## config.mk

```make
export PLATFORM = sky130hd
export DESIGN_NAME = adc_pattern_player
export DESIGN_NICKNAME = d
export VERILOG_FILES = /design/src/rtl/adc_player_pkg.sv /design/src/rtl/pattern_ram.sv /design/src/rtl/adc_pattern_player.sv
export SDC_FILE = /design/constraint.sdc
export NUM_CORES = 2
export LEC_CHECK = 0
export ABC_AREA = 1
export ABC_CLOCK_PERIOD_IN_PS = 2410
export CAP_MARGIN = 20
export CORE_ASPECT_RATIO = 2
export CORE_MARGIN = 4
export CORE_UTILIZATION = 30
export DETAILED_ROUTE_END_ITERATION = 10
export GPL_ROUTABILITY_DRIVEN = 1
export PLACE_DENSITY = 0.42
export SYNTH_ARGS = -nofsm -noshare
export SYNTH_HDL_FRONTEND = slang
export SYNTH_SLANG_ARGS = --single-unit
export TNS_END_PERCENT = 20
```

## constraint.sdc

```tcl
create_clock -name clk_adc -period 2.41 [get_ports clk_adc]
set_input_delay 0.482 -clock clk_adc [delete_from_list [all_inputs] [get_ports clk_adc]]
set_output_delay 0.482 -clock clk_adc [all_outputs]
set_load 0.005 [all_outputs]
```

## src/rtl/adc_player_pkg.sv

```systemverilog
// Shared mode/state encodings and sizing helper for the ADC pattern player.
package adc_player_pkg;

  typedef enum logic [1:0] {
    ModeCont   = 2'd0,
    ModeBurst  = 2'd1,
    ModeSingle = 2'd2,
    ModeHold   = 2'd3
  } mode_e;

  typedef enum logic [1:0] {
    StIdle = 2'd0,
    StGap  = 2'd1,
    StRun  = 2'd2,
    StDone = 2'd3
  } state_e;

  // Bits needed to count 0..n-1, never fewer than min_w.
  function automatic int unsigned cnt_width(input int unsigned n, input int unsigned min_w);
    int unsigned w;
    w = (n > 1) ? $clog2(n) : 1;
    return (w > min_w) ? w : min_w;
  endfunction

endpackage

```

## src/rtl/pattern_ram.sv

```systemverilog
// Pattern storage: one write port with per-channel byte-lane style mask, one registered read.
module pattern_ram #(
  parameter int unsigned Words = 150,
  parameter int unsigned AW    = 8,
  parameter int unsigned NCH   = 2,
  parameter int unsigned ChW   = 12,
  localparam int unsigned DW   = NCH * ChW
) (
  input  logic           clk_adc,
  input  logic           reset,
  input  logic           wr_en,
  input  logic [NCH-1:0] wr_be,
  input  logic [AW-1:0]  wr_addr,
  input  logic [DW-1:0]  wr_data,
  input  logic           rd_en,
  input  logic [AW-1:0]  rd_addr,
  output logic [DW-1:0]  rd_data
);

  logic [DW-1:0] mem_q [Words];
  logic [DW-1:0] rd_data_q;

  // Contents survive reset; only the read register is cleared.
  always_ff @(posedge clk_adc) begin
    if (wr_en) begin
      for (int k = 0; k < int'(NCH); k++) begin
        if (wr_be[k]) begin
          mem_q[wr_addr][k*ChW +: ChW] <= wr_data[k*ChW +: ChW];
        end
      end
    end
  end

  always_ff @(posedge clk_adc) begin
    if (reset) begin
      rd_data_q <= '0;
    end else if (rd_en) begin
      rd_data_q <= mem_q[rd_addr];
    end
  end

  assign rd_data = rd_data_q;

endmodule

```

## src/rtl/adc_pattern_player.sv

```systemverilog
// Plays a stored multi-channel sample pattern, one sample per external ADC clock edge.
module adc_pattern_player
  import adc_player_pkg::*;
#(
  parameter int unsigned NCH       = 2,
  parameter int unsigned ADCBITS   = 12,
  parameter int unsigned AW        = 10,
  parameter int unsigned LAST_ADDR = 149,
  parameter int unsigned GAP       = 70000,
  parameter int unsigned BURST     = 15,
  localparam int unsigned CW       = (NCH > 1) ? $clog2(NCH) : 1
) (
  input  logic                   clk_adc,
  input  logic                   reset,
  input  logic                   adc_clk_in,
  input  logic [1:0]             mode,
  input  logic                   start,
  input  logic                   stop,
  input  logic                   wr_en,
  input  logic [CW-1:0]          wr_ch,
  input  logic [AW-1:0]          wr_addr,
  input  logic [ADCBITS-1:0]     wr_data,
  output logic [NCH*ADCBITS-1:0] ch_data,
  output logic                   sample_stb,
  output logic                   busy,
  output logic                   done
);

  localparam int unsigned DW = NCH * ADCBITS;
  localparam int unsigned IW = cnt_width(LAST_ADDR + 1, 1);
  localparam int unsigned GW = cnt_width(GAP, 17);
  localparam int unsigned BW = cnt_width(BURST, 1);

  logic sync1_q, sync2_q, prev_q, tick;

  state_e         state_q, state_d;
  mode_e          mode_q, mode_d;
  logic [AW-1:0]  addr_q, addr_d;
  logic [GW-1:0]  gap_cnt_q, gap_cnt_d;
  logic [BW-1:0]  burst_cnt_q, burst_cnt_d;
  logic           rd_en_q, rd_en_d;
  logic [IW-1:0]  rd_addr_q, rd_addr_d;
  logic           sample_stb_q, sample_stb_d;
  logic           busy_q, busy_d;
  logic           done_q, done_d;

  logic           wr_ok;
  logic [NCH-1:0] wr_be;

  assign tick = sync2_q & ~prev_q;

  always_comb begin
    state_d      = state_q;
    mode_d       = mode_q;
    addr_d       = addr_q;
    gap_cnt_d    = gap_cnt_q;
    burst_cnt_d  = burst_cnt_q;
    rd_en_d      = 1'b0;
    rd_addr_d    = rd_addr_q;

    unique case (state_q)
      StIdle, StDone: begin
        if (start) begin
          mode_d      = mode_e'(mode);
          addr_d      = '0;
          gap_cnt_d   = '0;
          burst_cnt_d = '0;
          unique case (mode_e'(mode))
            ModeCont, ModeSingle: state_d = StRun;
            ModeBurst:            state_d = StGap;
            default:              state_d = StIdle;
          endcase
        end
      end
      StGap: begin
        if (gap_cnt_q == GW'(GAP - 1)) begin
          state_d     = StRun;
          burst_cnt_d = '0;
        end else begin
          gap_cnt_d = gap_cnt_q + 1'b1;
        end
      end
      StRun: begin
        if (tick) begin
          rd_en_d   = 1'b1;
          rd_addr_d = addr_q[IW-1:0];
          addr_d    = (addr_q == AW'(LAST_ADDR)) ? '0 : addr_q + 1'b1;
          if (mode_q == ModeBurst) begin
            if (burst_cnt_q == BW'(BURST - 1)) begin
              state_d   = StGap;
              gap_cnt_d = '0;
            end else begin
              burst_cnt_d = burst_cnt_q + 1'b1;
            end
          end else if (mode_q == ModeSingle && addr_q == AW'(LAST_ADDR)) begin
            state_d = StDone;
          end
        end
      end
      default: state_d = StIdle;
    endcase

    // stop outranks start and also cancels any read still in flight
    if (stop) begin
      state_d = StIdle;
      rd_en_d = 1'b0;
    end

    sample_stb_d = rd_en_q & ~stop;
    busy_d       = (state_d == StGap) || (state_d == StRun);
    done_d       = (state_d == StDone);
  end

  always_ff @(posedge clk_adc) begin
    if (reset) begin
      sync1_q      <= 1'b0;
      sync2_q      <= 1'b0;
      prev_q       <= 1'b0;
      state_q      <= StIdle;
      mode_q       <= ModeCont;
      addr_q       <= '0;
      gap_cnt_q    <= '0;
      burst_cnt_q  <= '0;
      rd_en_q      <= 1'b0;
      rd_addr_q    <= '0;
      sample_stb_q <= 1'b0;
      busy_q       <= 1'b0;
      done_q       <= 1'b0;
    end else begin
      sync1_q      <= adc_clk_in;
      sync2_q      <= sync1_q;
      prev_q       <= sync2_q;
      state_q      <= state_d;
      mode_q       <= mode_d;
      addr_q       <= addr_d;
      gap_cnt_q    <= gap_cnt_d;
      burst_cnt_q  <= burst_cnt_d;
      rd_en_q      <= rd_en_d;
      rd_addr_q    <= rd_addr_d;
      sample_stb_q <= sample_stb_d;
      busy_q       <= busy_d;
      done_q       <= done_d;
    end
  end

  assign wr_ok = wr_en && (wr_addr <= AW'(LAST_ADDR));
  assign wr_be = wr_ok ? NCH'(1) << wr_ch : '0;

  pattern_ram #(
    .Words (LAST_ADDR + 1),
    .AW    (IW),
    .NCH   (NCH),
    .ChW   (ADCBITS)
  ) u_pattern_ram (
    .clk_adc (clk_adc),
    .reset   (reset),
    .wr_en   (wr_ok),
    .wr_be   (wr_be),
    .wr_addr (wr_addr[IW-1:0]),
    .wr_data ({NCH{wr_data}}),
    .rd_en   (rd_en_q & ~stop),
    .rd_addr (rd_addr_q),
    .rd_data (ch_data)
  );

  assign sample_stb = sample_stb_q;
  assign busy       = busy_q;
  assign done       = done_q;

endmodule

```

==> reports/qor.yml <==
status:
  status: "complete, but fails checks"
  violations: "negative setup slack"
global_route:
  first_global_vias: 102000
  grt_max_degree: 100
  antenna_found_initial: 9
  grt-ovfl-total: 0
  grt_pass1_wl_um: 808000
  grt_use_total_pct: 22.5
power_and_ir_drop:
  internal-power_w: 0.101
  power_density_mw_per_mm2: 697
  leakage_nw: 64.7
  p_sw_share_pct: 21.7
  p_sw_w: 0.0282
  ir_drop_mv: 0.469
  pwr-share-comb_pct: 3.9
  sequentialPowerShare_pct: 54.0
  power_w: 0.130
  power.clock.fraction_pct: 42.1
floorplanning:
  die_h_um: 1000
  coreArea_sq_mm: 0.494
  row_count: 365
  ios: 58
  start_util_pct: 30.1
  die-area_sq_mm: 0.509
  die_x_um: 506
logic_synthesis:
  netlist_instances: 12400
  syn-num-nets: 12400
  synth_area_sq_mm: 0.149
  ys_types: 36
  syn_area_per_cell_sq_um: 12.0
  synth_mux_area_share_pct: 0
  synth_seq_cells: 3674
  synth_top_family_by_area: "simple AND/OR/NAND/NOR gates"
  synth_seq_area_share_pct: 73.6
  synth-adder-area-share_pct: 0.0672
  synth_xor_area_share_pct: 0.0705
  yosys.area_share.simple_pct: 20.7
  synth_compound_area_share_pct: 2.23
  synth_warnings: 0
critical_path:
  cp.arrival_ns: 3.55
  critPathCaptureType: "flop"
  cp_max_fo: 8
  startpoint_type: "flop"
  path_cells: "buf_12, clkinv_16, buf_12, clkbuf_16, clkbuf_16, nand2_1, nand3_2, nand3_1, nand3_2, nand3_4, nand3_2, nand3_4, nand2_4, nand2_1, a21oi_1"
  cp_slowest_cell: "dfxtp_4"
  critPathKind: "reg2reg"
  r2r-start: "rd_addr_q[0]$_SDFFE_PP0P_"
  reg2reg_slack_ns: -0.32
  crit_start: "rd_addr_q[0]$_SDFFE_PP0P_"
  reg2reg_to: "u_pattern_ram.rd_data[8]$_SDFFE_PP0P_"
  worst-r2r-cell-count: 15
  cpPeakStageDelay_ns: 0.42
  cp.required_ns: 3.23
  cpMostUsedCell: "nand3_2"
place:
  gp_congestion: 0.947
  place_inst: 19500
  pre_cts_ws_ns: -0.941
  dp.final_hpwl_um: 413000
  port_buffers: 57
job:
  cap_violations: 0
sta:
  drv_slew: 0
  rsz0062_at_grt: "true"
  min_period_over_period_pct: 113
  hold_violations: 0
  skew_ns: 0.0251
  setup_viol: 24
  finalWorstSetupSlack_ns: -0.320
  relSlewSlack_pct: 44.3
  max_freq_mhz: 366
  holdWs_ns: 0.0763
  period_minus_slack_ns: 2.73
  tightestPinTransition_ns: 0.834
clock_tree:
  clk_pin_slew_worst_paths_ns: 0.07
  clk_latency_ns: 0.93
  cts_tree: "built"
  cts.sinks: 3674
  cts_made_buffers: 320
  cts-root-buf: "clkbuf_16"
  htreeDepth: 5
  max-clock-path-buffers: 4
min_path:
  worstHoldPathCells: 3
  hold_path_class: "in2reg"
  min_to: "sync1_q$_SDFF_PP0_"
  worstHoldStart: "adc_clk_in"
layout:
  fin_util_pct: 37.6
  nets: 13400
  synthToLayoutAreaGrowth_pct: 24.8
  fin_cells: 20200
  fillerInstances: 47600
  drive_gt1_share_pct: 19.4
drt:
  viasPerCell: 5.06
  drtIter0Drc: 9123
  remaining_drc_errors: 0
  antenna_left: 0
  vias: 102000
  wl_per_cell_um: 29.8
  drt_pass1_iterations: 9
  wl_um: 603000
==> flip-flops by register name, summed over array words and instances, names as in the netlist <==
register and count:
u_pattern_ram.mem_q 3600, u_pattern_ram.rd_data 24, gap_cnt_q 17, addr_q 10, rd_addr_q 8, burst_cnt_q 4, mode_q 2, state_q 2
busy 1, done 1, prev_q 1, rd_en_q 1, sample_stb 1, sync1_q 1, sync2_q 1
==> power by group through the flow <==
stage                     clock, W  combinational [W]  sequential, W
after floorplan                  0            0.00123         0.0715
after global placement           0            0.00461         0.0715
after detailed placement         0            0.00464         0.0715
after CTS                   0.0557            0.00482         0.0700
after global routing        0.0580            0.00526         0.0700
final                       0.0545            0.00505         0.0701
==> cell usage in the layout (no fill, tap or decap), drive strengths merged, types with 2 or more instances in the layout <==
cell / count
nor4: 8
xnor2: 3
bufbuf: 12
a31oi: 3
nor3: 24
or2: 2
inv: 86
clkdlybuf4s50: 23
dfxtp: 74
buf: 1385
o21ai: 310
clkbuf: 430
nand2: 3379
nor2: 670
clkinvlp: 17
bufinv: 45
o221ai: 29
a21oi: 121
dlygate4sd3: 8
dlygate4sd2: 21
a211oi: 4
diode: 7
a2bb2oi: 9
edfxtp: 3600
o22ai: 66
ha: 8
xor2: 9
o211ai: 46
nand3: 3084
nand4: 9
clkinv: 121
==> critical path, delay by kind of cell (launching register included) <==
family          cells  cell delay (ns)
compound gates      1             0.05
buf+inv             5             0.90
flops               1             0.42
simple gates        9             1.15
==> Yosys cell counts <==
cell type | instances | area [sq um]
nor2_4 | 1 | 11.3
a31oi_1 | 3 | 18.8
nor3_1 | 24 | 120
buf_6 | 102 | 1150
nor4b_1 | 1 | 8.76
inv_2 | 5 | 18.8
dfxtp_1 | 74 | 1480
edfxtp_1 | 3600 | 108000
o22ai_1 | 66 | 413
nand4_1 | 9 | 56.3
o211ai_1 | 46 | 345
xnor2_1 | 3 | 26.3
a211oi_1 | 4 | 30.0
nand2_1 | 3379 | 12700
a21o_1 | 1 | 7.51
a2bb2oi_1 | 9 | 78.8
nor2_2 | 1 | 6.26
buf_4 | 74 | 556
ha_1 | 8 | 100
a221oi_1 | 1 | 8.76
buf_1 | 97 | 364
o311ai_0 | 1 | 8.76
o221ai_1 | 29 | 254
xor2_1 | 9 | 78.8
buf_8 | 1 | 15.0
inv_1 | 64 | 240
a21oi_1 | 121 | 606
and2_1 | 1 | 6.26
nor4_2 | 1 | 12.5
clkbuf_1 | 195 | 732
nor2_1 | 668 | 2510
or2_2 | 2 | 12.5
o21ai_0 | 310 | 1550
nand3_1 | 3084 | 15400
nor4_1 | 7 | 43.8
buf_2 | 377 | 1890
==> layout make-up <==
class	count	area [sq um]	area share (%)
antenna	7	17.5	0.00942
clock buffer	376	8430	4.53
clock inverter	198	2280	1.23
inverter	69	313	0.168
multi-input combinational	7789	38600	20.7
sequential	3674	110000	59.0
tap	6606	8270	4.45
timing repair buffer	1504	18400	9.89
timing repair inverter	2	46.3	0.0249
==> stage by stage <==
step | instance area, sq um | TNS [ns]
finish | 186000 | -6.30
global route | 186000 | -7.08
CTS | 181000 | -8.07
detailed placement | 167000 | -2318.64
global placement | 167000 | -2761.63
floorplan | 149000 | -412.35
==> metal layers <==
metal  vias up  wire (um)  global-route usage [%]
met5         -          0                       0
met4         0      61600                    18.8
met3      1078      21900                    2.07
met2      3198     318000                    41.5
met1     51900     202000                    22.8
li1      46300          -                       -
==> how the worst max path moves through the flow <==
stage,slack (ns),endpoint
floorplan,-0.16,u_pattern_ram.mem_q[125][0]$_DFFE_PP_
global placement,-1.04,u_pattern_ram.mem_q[53][4]$_DFFE_PP_
detailed placement,-0.94,u_pattern_ram.mem_q[53][4]$_DFFE_PP_
global route,-0.37,u_pattern_ram.rd_data[0]$_SDFFE_PP0P_
CTS,-0.37,u_pattern_ram.rd_data[7]$_SDFFE_PP0P_
finish,-0.32,u_pattern_ram.rd_data[8]$_SDFFE_PP0P_
==> cells by family (layout without fill, tap and decap cells) <==
kind of cell	count (synthesis)	after routing
simple gates	7178	7178
flops	3674	3674
buf+inv	915	2149
compound gates	591	591
xor+xnor	12	12
fa+ha+maj	8	8
other cells	0	7
==> timing repair <==
action                                  in CTS  in global routing
setup buffers                               18                 35
hold buffers                                 8                  0
gates resized for setup                    341                740
hold endpoints to repair                    59                  0
endpoints found under the setup margin      53                139
pin swaps                                   18                145
cloned                                      31                 61
No activity file was read; power rests on OpenSTA's default activity.
